[config.mk]
export PLATFORM = sky130hd
export DESIGN_NAME = vga_tile_renderer
export DESIGN_NICKNAME = d
export VERILOG_FILES = /design/src/rtl/vga_tile_pkg.sv /design/src/rtl/vga_tile_renderer_sync_delay.sv /design/src/rtl/vga_tile_renderer.sv
export SDC_FILE = /design/constraint.sdc
export NUM_CORES = 1
export LEC_CHECK = 0
export CAP_MARGIN = 20
export CORE_MARGIN = 5
export CORE_UTILIZATION = 42
export DETAILED_ROUTE_END_ITERATION = 8
export PLACE_DENSITY = 0.78
export SLEW_MARGIN = 20
export SYNTH_ARGS = -nofsm -noshare
export SYNTH_HDL_FRONTEND = slang
export SYNTH_SLANG_ARGS = --single-unit
export TNS_END_PERCENT = 50
[constraint.sdc]
create_clock -name clk -period 3.6 [get_ports clk]
set_input_delay 0.72 -clock clk [delete_from_list [all_inputs] [get_ports clk]]
set_output_delay 0.72 -clock clk [all_outputs]
set_load 0.01 [all_outputs]
[src/rtl/vga_tile_pkg.sv]
// Shared constants and types for the VGA tile renderer.
// Optional feature macro used by the renderer: VGA_TILE_BLINK_EN.
package vga_tile_pkg;

    localparam int COLS       = 40;
    localparam int ROWS       = 30;
    localparam int TILE_LOG2  = 4;
    localparam int SMEM_DEPTH = 1200;
    localparam int PIPE_LAT   = 4;

    // One 4:4:4 pixel, red in the most significant nibble.
    typedef struct packed {
        logic [3:0] r;
        logic [3:0] g;
        logic [3:0] b;
    } rgb444_t;

endpackage

[src/rtl/vga_tile_renderer_sync_delay.sv]
// sync_delay: N-stage, W-bit shift register with synchronous active-low
// reset and a per-bit reset value. Carries the timer side-band signals
// (syncs, active, tile offsets, blink attribute) alongside the pixel.
module sync_delay #(
    parameter int             N       = 1,
    parameter int             W       = 1,
    parameter logic [W-1:0]   RST_VAL = '0
) (
    input  logic         clk,
    input  logic         reset_n,
    input  logic [W-1:0] i_d,
    output logic [W-1:0] o_q
);

    logic [W-1:0] r_stage [N];

    // Shift every stage by one each clock; reset loads the idle value.
    // NOTE: sequential state uses <= so each stage samples the pre-edge value of its neighbour.
    always_ff @(posedge clk) begin
        // NOTE: these stages are individual flops, not a memory array, so each one can be reset.
        if (!reset_n) begin
            for (int i = 0; i < N; i++) r_stage[i] <= RST_VAL;
        end else begin
            r_stage[0] <= i_d;
            for (int i = 1; i < N; i++) r_stage[i] <= r_stage[i-1];
        end
    end

    assign o_q = r_stage[N-1];

endmodule

[src/rtl/vga_tile_renderer.sv]
// vga_tile_renderer: four-stage pixel pipeline behind the VGA timer.
//   S1 tile address -> S2 bitmap address -> S3 bitmap read -> S4 RGB out.
// Syncs travel through the same four stages so they stay aligned with colour.
// Optional feature: define VGA_TILE_BLINK_EN to use the character MSB as a
// blink attribute (pixel black while frame_count[5] is set).
`ifndef XBITS
`define XBITS 10
`endif
`ifndef YBITS
`define YBITS 10
`endif

module vga_tile_renderer #(
    parameter int CHAR_BITS      = 4,
    parameter int TILE_LOG2      = 4,
    parameter int COLS           = 40,
    parameter int SMEM_ADDR_BITS = 11,
    parameter int FRAME_BITS     = 8
) (
    input  logic                            clk,
    input  logic                            reset_n,
    input  logic [`XBITS-1:0]               x,
    input  logic [`YBITS-1:0]               y,
    input  logic                            hsync_in,
    input  logic                            vsync_in,
    input  logic                            activevideo_in,
    output logic [SMEM_ADDR_BITS-1:0]       smem_addr,
    input  logic [CHAR_BITS-1:0]            smem_data,
    output logic [CHAR_BITS+2*TILE_LOG2-1:0] bmem_addr,
    input  logic [11:0]                     bmem_color,
    output logic [3:0]                      red,
    output logic [3:0]                      green,
    output logic [3:0]                      blue,
    output logic                            hsync,
    output logic                            vsync,
    output logic [FRAME_BITS-1:0]           frame_count
);

    import vga_tile_pkg::*;

    localparam int OFF_W = 2 * TILE_LOG2;

    logic [SMEM_ADDR_BITS-1:0]        w_row;
    logic [SMEM_ADDR_BITS-1:0]        w_col;
    logic [SMEM_ADDR_BITS-1:0]        w_tile_addr;
    logic [SMEM_ADDR_BITS-1:0]        r_smem_addr;
    logic [OFF_W-1:0]                 w_off_s1;
    logic [2:0]                       w_ctl_s3;
    logic                             w_hsync_s3;
    logic                             w_vsync_s3;
    logic                             w_active_s3;
    logic [CHAR_BITS-1:0]             w_char;
    logic [CHAR_BITS+OFF_W-1:0]       r_bmem_addr;
    rgb444_t                          w_pixel;
    rgb444_t                          r_rgb;
    logic                             r_hsync;
    logic                             r_vsync;
    logic                             w_vsync_fall;
    logic [FRAME_BITS-1:0]            r_frame_count;

    // Tile row/column; the constant multiply by 40 reduces to row*32 + row*8.
    assign w_row       = SMEM_ADDR_BITS'(y >> TILE_LOG2);
    assign w_col       = SMEM_ADDR_BITS'(x >> TILE_LOG2);
    assign w_tile_addr = w_row * SMEM_ADDR_BITS'(COLS) + w_col;

    // S1: screen-memory address, parked at 0 during blanking so it stays below 1200.
    always_ff @(posedge clk) begin
        if (!reset_n) r_smem_addr <= '0;
        else          r_smem_addr <= activevideo_in ? w_tile_addr : '0;
    end

    // Pixel offsets inside the tile are needed one stage later, at S2.
    sync_delay #(.N(1), .W(OFF_W), .RST_VAL('0)) u_off_delay (
        .clk     (clk),
        .reset_n (reset_n),
        .i_d     ({y[TILE_LOG2-1:0], x[TILE_LOG2-1:0]}),
        .o_q     (w_off_s1)
    );

    // Syncs idle high, active idles low; three stages bring them to S3.
    sync_delay #(.N(3), .W(3), .RST_VAL(3'b110)) u_ctl_delay (
        .clk     (clk),
        .reset_n (reset_n),
        .i_d     ({hsync_in, vsync_in, activevideo_in}),
        .o_q     (w_ctl_s3)
    );

    assign {w_hsync_s3, w_vsync_s3, w_active_s3} = w_ctl_s3;

`ifdef VGA_TILE_BLINK_EN
    logic w_attr_s3;

    // The character MSB is the blink attribute; only the low bits index glyphs.
    assign w_char = {1'b0, smem_data[CHAR_BITS-2:0]};

    // Attribute enters at S2 with the character and is used at S4.
    sync_delay #(.N(2), .W(1), .RST_VAL(1'b0)) u_attr_delay (
        .clk     (clk),
        .reset_n (reset_n),
        .i_d     (smem_data[CHAR_BITS-1]),
        .o_q     (w_attr_s3)
    );
`else
    assign w_char = smem_data;
`endif

    // S2: bitmap address = {character, row in tile, column in tile}.
    always_ff @(posedge clk) begin
        if (!reset_n) r_bmem_addr <= '0;
        else          r_bmem_addr <= {w_char, w_off_s1};
    end

    // S4 colour select: black in blanking (and while a blinking glyph is off).
    always_comb begin
        // NOTE: default assignment first so no path leaves w_pixel unassigned (no latch).
        w_pixel = '0;
        if (w_active_s3) w_pixel = bmem_color;
`ifdef VGA_TILE_BLINK_EN
        if (w_attr_s3 && r_frame_count[5]) w_pixel = '0;
`endif
    end

    // S4: registered colour and syncs, all leaving on the same edge.
    always_ff @(posedge clk) begin
        if (!reset_n) begin
            r_rgb   <= '0;
            r_hsync <= 1'b1;
            r_vsync <= 1'b1;
        end else begin
            r_rgb   <= w_pixel;
            r_hsync <= w_hsync_s3;
            r_vsync <= w_vsync_s3;
        end
    end

    // The output vsync register doubles as the previous-vsync_s3 value.
    assign w_vsync_fall = !w_vsync_s3 && r_vsync;

    // Completed-frame counter, wrapping naturally at 2^FRAME_BITS.
    always_ff @(posedge clk) begin
        if (!reset_n)          r_frame_count <= '0;
        else if (w_vsync_fall) r_frame_count <= r_frame_count + FRAME_BITS'(1);
    end

    assign smem_addr   = r_smem_addr;
    assign bmem_addr   = r_bmem_addr;
    assign red         = r_rgb.r;
    assign green       = r_rgb.g;
    assign blue        = r_rgb.b;
    assign hsync       = r_hsync;
    assign vsync       = r_vsync;
    assign frame_count = r_frame_count;

endmodule

==> results.py <==
metrics = {
    "clock_tree": {
        "cts_resized": 0,
        "cts_setup_buffers": 0,
        "root_buffer": "clkbuf_8",
        "cts_tree": "built",
        "clk_pin_slew_ns": 0.06,
        "postCtsHoldBufs": 0,
        "cts_buffer_depth": 2,
        "clock_sinks": 62,
        "clk-insertion-delay-late_ns": 0.32,
        "cts-buffers-inserted": 9,
        "cts_max_level": 3,
    },
    "sta": {
        "relSlewSlack": 0.636,
        "drv_slew": 0,
        "hold_viol": 0,
        "layout_min_cycle_time_ns": 3.09,
        "tightest_slew_ns": 0.545,
        "setup_viol": 0,
        "rsz0062_at_grt": "false",
        "fin_crit_sh": 0.859,
        "timing.setup.tns_ns": 0,
        "fmax_mhz": 324,
        "fin_skew_ns": 0.00449,
    },
    "route": {
        "drc": 0,
        "viasPerCell": 4.45,
        "drt_iter0_drc": 39,
        "totalWireLength_mm": 4.29,
        "postRouteAntennaNets": 0,
        "vias": 1574,
        "dr.pass1.iters": 4,
        "post_drt_wl_per_cell_um": 12.1,
    },
    "placed_design": {
        "place_congestion": 0.953,
        "dp_cells": 339,
        "io_buffers": 85,
        "dp_hpwl_mm": 3.21,
    },
    "die": {
        "die_h_um": 81.6,
        "core-area_mm2": 0.00504,
        "num_io_pins": 86,
        "dieArea_mm2": 0.00667,
        "rows": 26,
        "initial_core_util": 0.428,
        "fp.dieW_um": 81.6,
    },
    "cells_and_area": {
        "area_growth_pct": 52.8,
        "drive_above_1_share": 0.0634,
        "final_common_cell": "clkdlybuf4s50_1",
        "fin_cells": 354,
        "final_util": 0.653,
        "final_nets": 335,
        "layout_common_cells": "clkdlybuf4s50_1, dfxtp_1, and2_1",
        "n_antenna_cell": 0,
        "nFillCells": 431,
    },
    "grt": {
        "met3_usage": 0.0625,
        "met2_usage": 0.236,
        "busiest_layer": "met2",
        "grt_usage": 0.138,
        "overflow": 0,
        "grt_start_max_net_pins": 56,
        "first_global_vias": 1658,
        "antenna_found_initial": 0,
        "grt_pass1_wl_mm": 7.00,
        "use_met1": 0.146,
    },
    "critical_path": {
        "reg2reg_depth": 4,
        "critPathCaptureType": "register",
        "critPathArrivalTime_ns": 3.30,
        "critical_path_required_ns": 3.81,
        "worstSetupPathType": "in -> reg",
        "cp_max_fo": 4,
        "startpoint_type": "input port",
    },
    "yosys": {
        "synth-seq-cells": 62,
        "synthCells": 191,
        "synth_warnings": 0,
        "synth.cell_area_mm2": 0.00216,
        "syn_nets": 246,
        "seq_area_frac_synth": 0.576,
        "synth_cell_types": 26,
        "syn_avg_cell_area_um2": 11.3,
    },
    "power_and_ir_drop": {
        "p_leak_nw": 1.41,
        "p_per_area_mw_per_mm2": 475,
        "irDropWorstVdd_uv": 346,
    },
    "outcome": {
        "status": "completed",
    },
    "job": {
        "cap_violations": 0,
    },
    "min_path": {
        "hold_path_class": "reg -> reg",
        "holdPathStages": 1,
    },
}
-- cells by family (layout without fill, tap and decap cells) --
group,Yosys count,count (layout),synth area share
AOI/OAI and AO/OA,9,9,0.0244
xor gates and xnor gates,12,12,0.0551
adders and majority gates,14,14,0.0882
buffers and inverters,10,103,0.0174
DFF,62,62,0.576
muxes,2,2,0.00987
and+or+nand+nor,82,82,0.229
-- state kept, by name (all words and copies together) (netlist names), 4 cells and up --
signal	cells
blue	4
bmem_addr	12
frame_count	8
green	4
red	4
smem_addr	11
u_ctl_delay.r_stage	9
u_off_delay.r_stage	8
-- synth_stat cells --
library cell / instances / area [um^2]
a21o_1: 2 / 15.0
a21oi_1: 5 / 25.0
and2_1: 29 / 181
and2_2: 1 / 7.51
and3_1: 22 / 138
clkbuf_1: 8 / 30.0
dfxtp_1: 62 / 1240
fa_1: 2 / 40.0
ha_1: 12 / 150
inv_1: 2 / 7.51
mux2_1: 1 / 11.3
mux2i_1: 1 / 10.0
nand2_1: 4 / 15.0
nand2b_1: 8 / 50.1
nand3_1: 1 / 5.00
nand4_1: 4 / 25.0
nor2_1: 5 / 18.8
nor2b_1: 3 / 18.8
nor3_1: 3 / 15.0
o21a_1: 1 / 7.51
o21ai_0: 1 / 5.00
or3_1: 1 / 6.26
or4b_4: 1 / 13.8
xnor2_1: 9 / 78.8
xnor3_1: 1 / 22.5
xor2_1: 2 / 17.5
-- critical path: stages --
cell and delay [ns]:
clkdlybuf4s50_1 0.49, ha_1 0.33, ha_1 0.23, fa_1 0.53, nand2_1 0.11, nor2_1 0.11, or4b_4 0.46, mux2_1 0.31
-- per-layer routing --
| layer | vias up | share of wire |
|---|---|---|
| met5 | - | 0 |
| met4 | 0 | 0.0063 |
| met3 | 2 | 0.10 |
| met2 | 58 | 0.48 |
| met1 | 706 | 0.42 |
| li1 | 808 | - |
-- where the power goes --
| group | switching [mW] | leakage (nW) | internal [mW] |
|---|---|---|---|
| registers | 0.00730 | 0.508 | 0.712 |
| logic | 0.0715 | 0.788 | 0.112 |
| clock network | 0.241 | 0.115 | 0.421 |
| total | 0.320 | 1.41 | 1.25 |
-- per-stage QoR --
stage | hold slack, ns | setup WS [ns] | instance area [um^2] | power [mW]
floorplan | 0.386 | 0.841 | 2160 | 0.824
global placement | 0.388 | 0.254 | 3070 | 0.917
detailed placement | 0.391 | 0.180 | 3070 | 0.919
CTS | 0.407 | 0.523 | 3290 | 1.59
global route | 0.416 | 0.397 | 3290 | 1.64
finish | 0.405 | 0.509 | 3290 | 1.57
-- area by class of cell --
type	count	area [um^2]	area share
clock buffer	11	151	0.0460
timing repair buffer	86	858	0.261
multi-input combinational	119	877	0.266
tap	70	87.6	0.0266
clock inverter	4	70.1	0.0213
inverter	2	7.51	0.00228
sequential	62	1240	0.377
-- path summary, 6_finish.rpt --
kind                                                 from                         to  slack, ns
worst max-delay path                                 y[5]              smem_addr[10]       0.51
worst min-delay path            u_ctl_delay.r_stage[0][4]  u_ctl_delay.r_stage[0][7]       0.41
worst max register to register                      vsync             frame_count[5]       2.22
worst min register to register  u_ctl_delay.r_stage[0][4]  u_ctl_delay.r_stage[0][7]       0.41
Power figures use the tool's default switching activity.
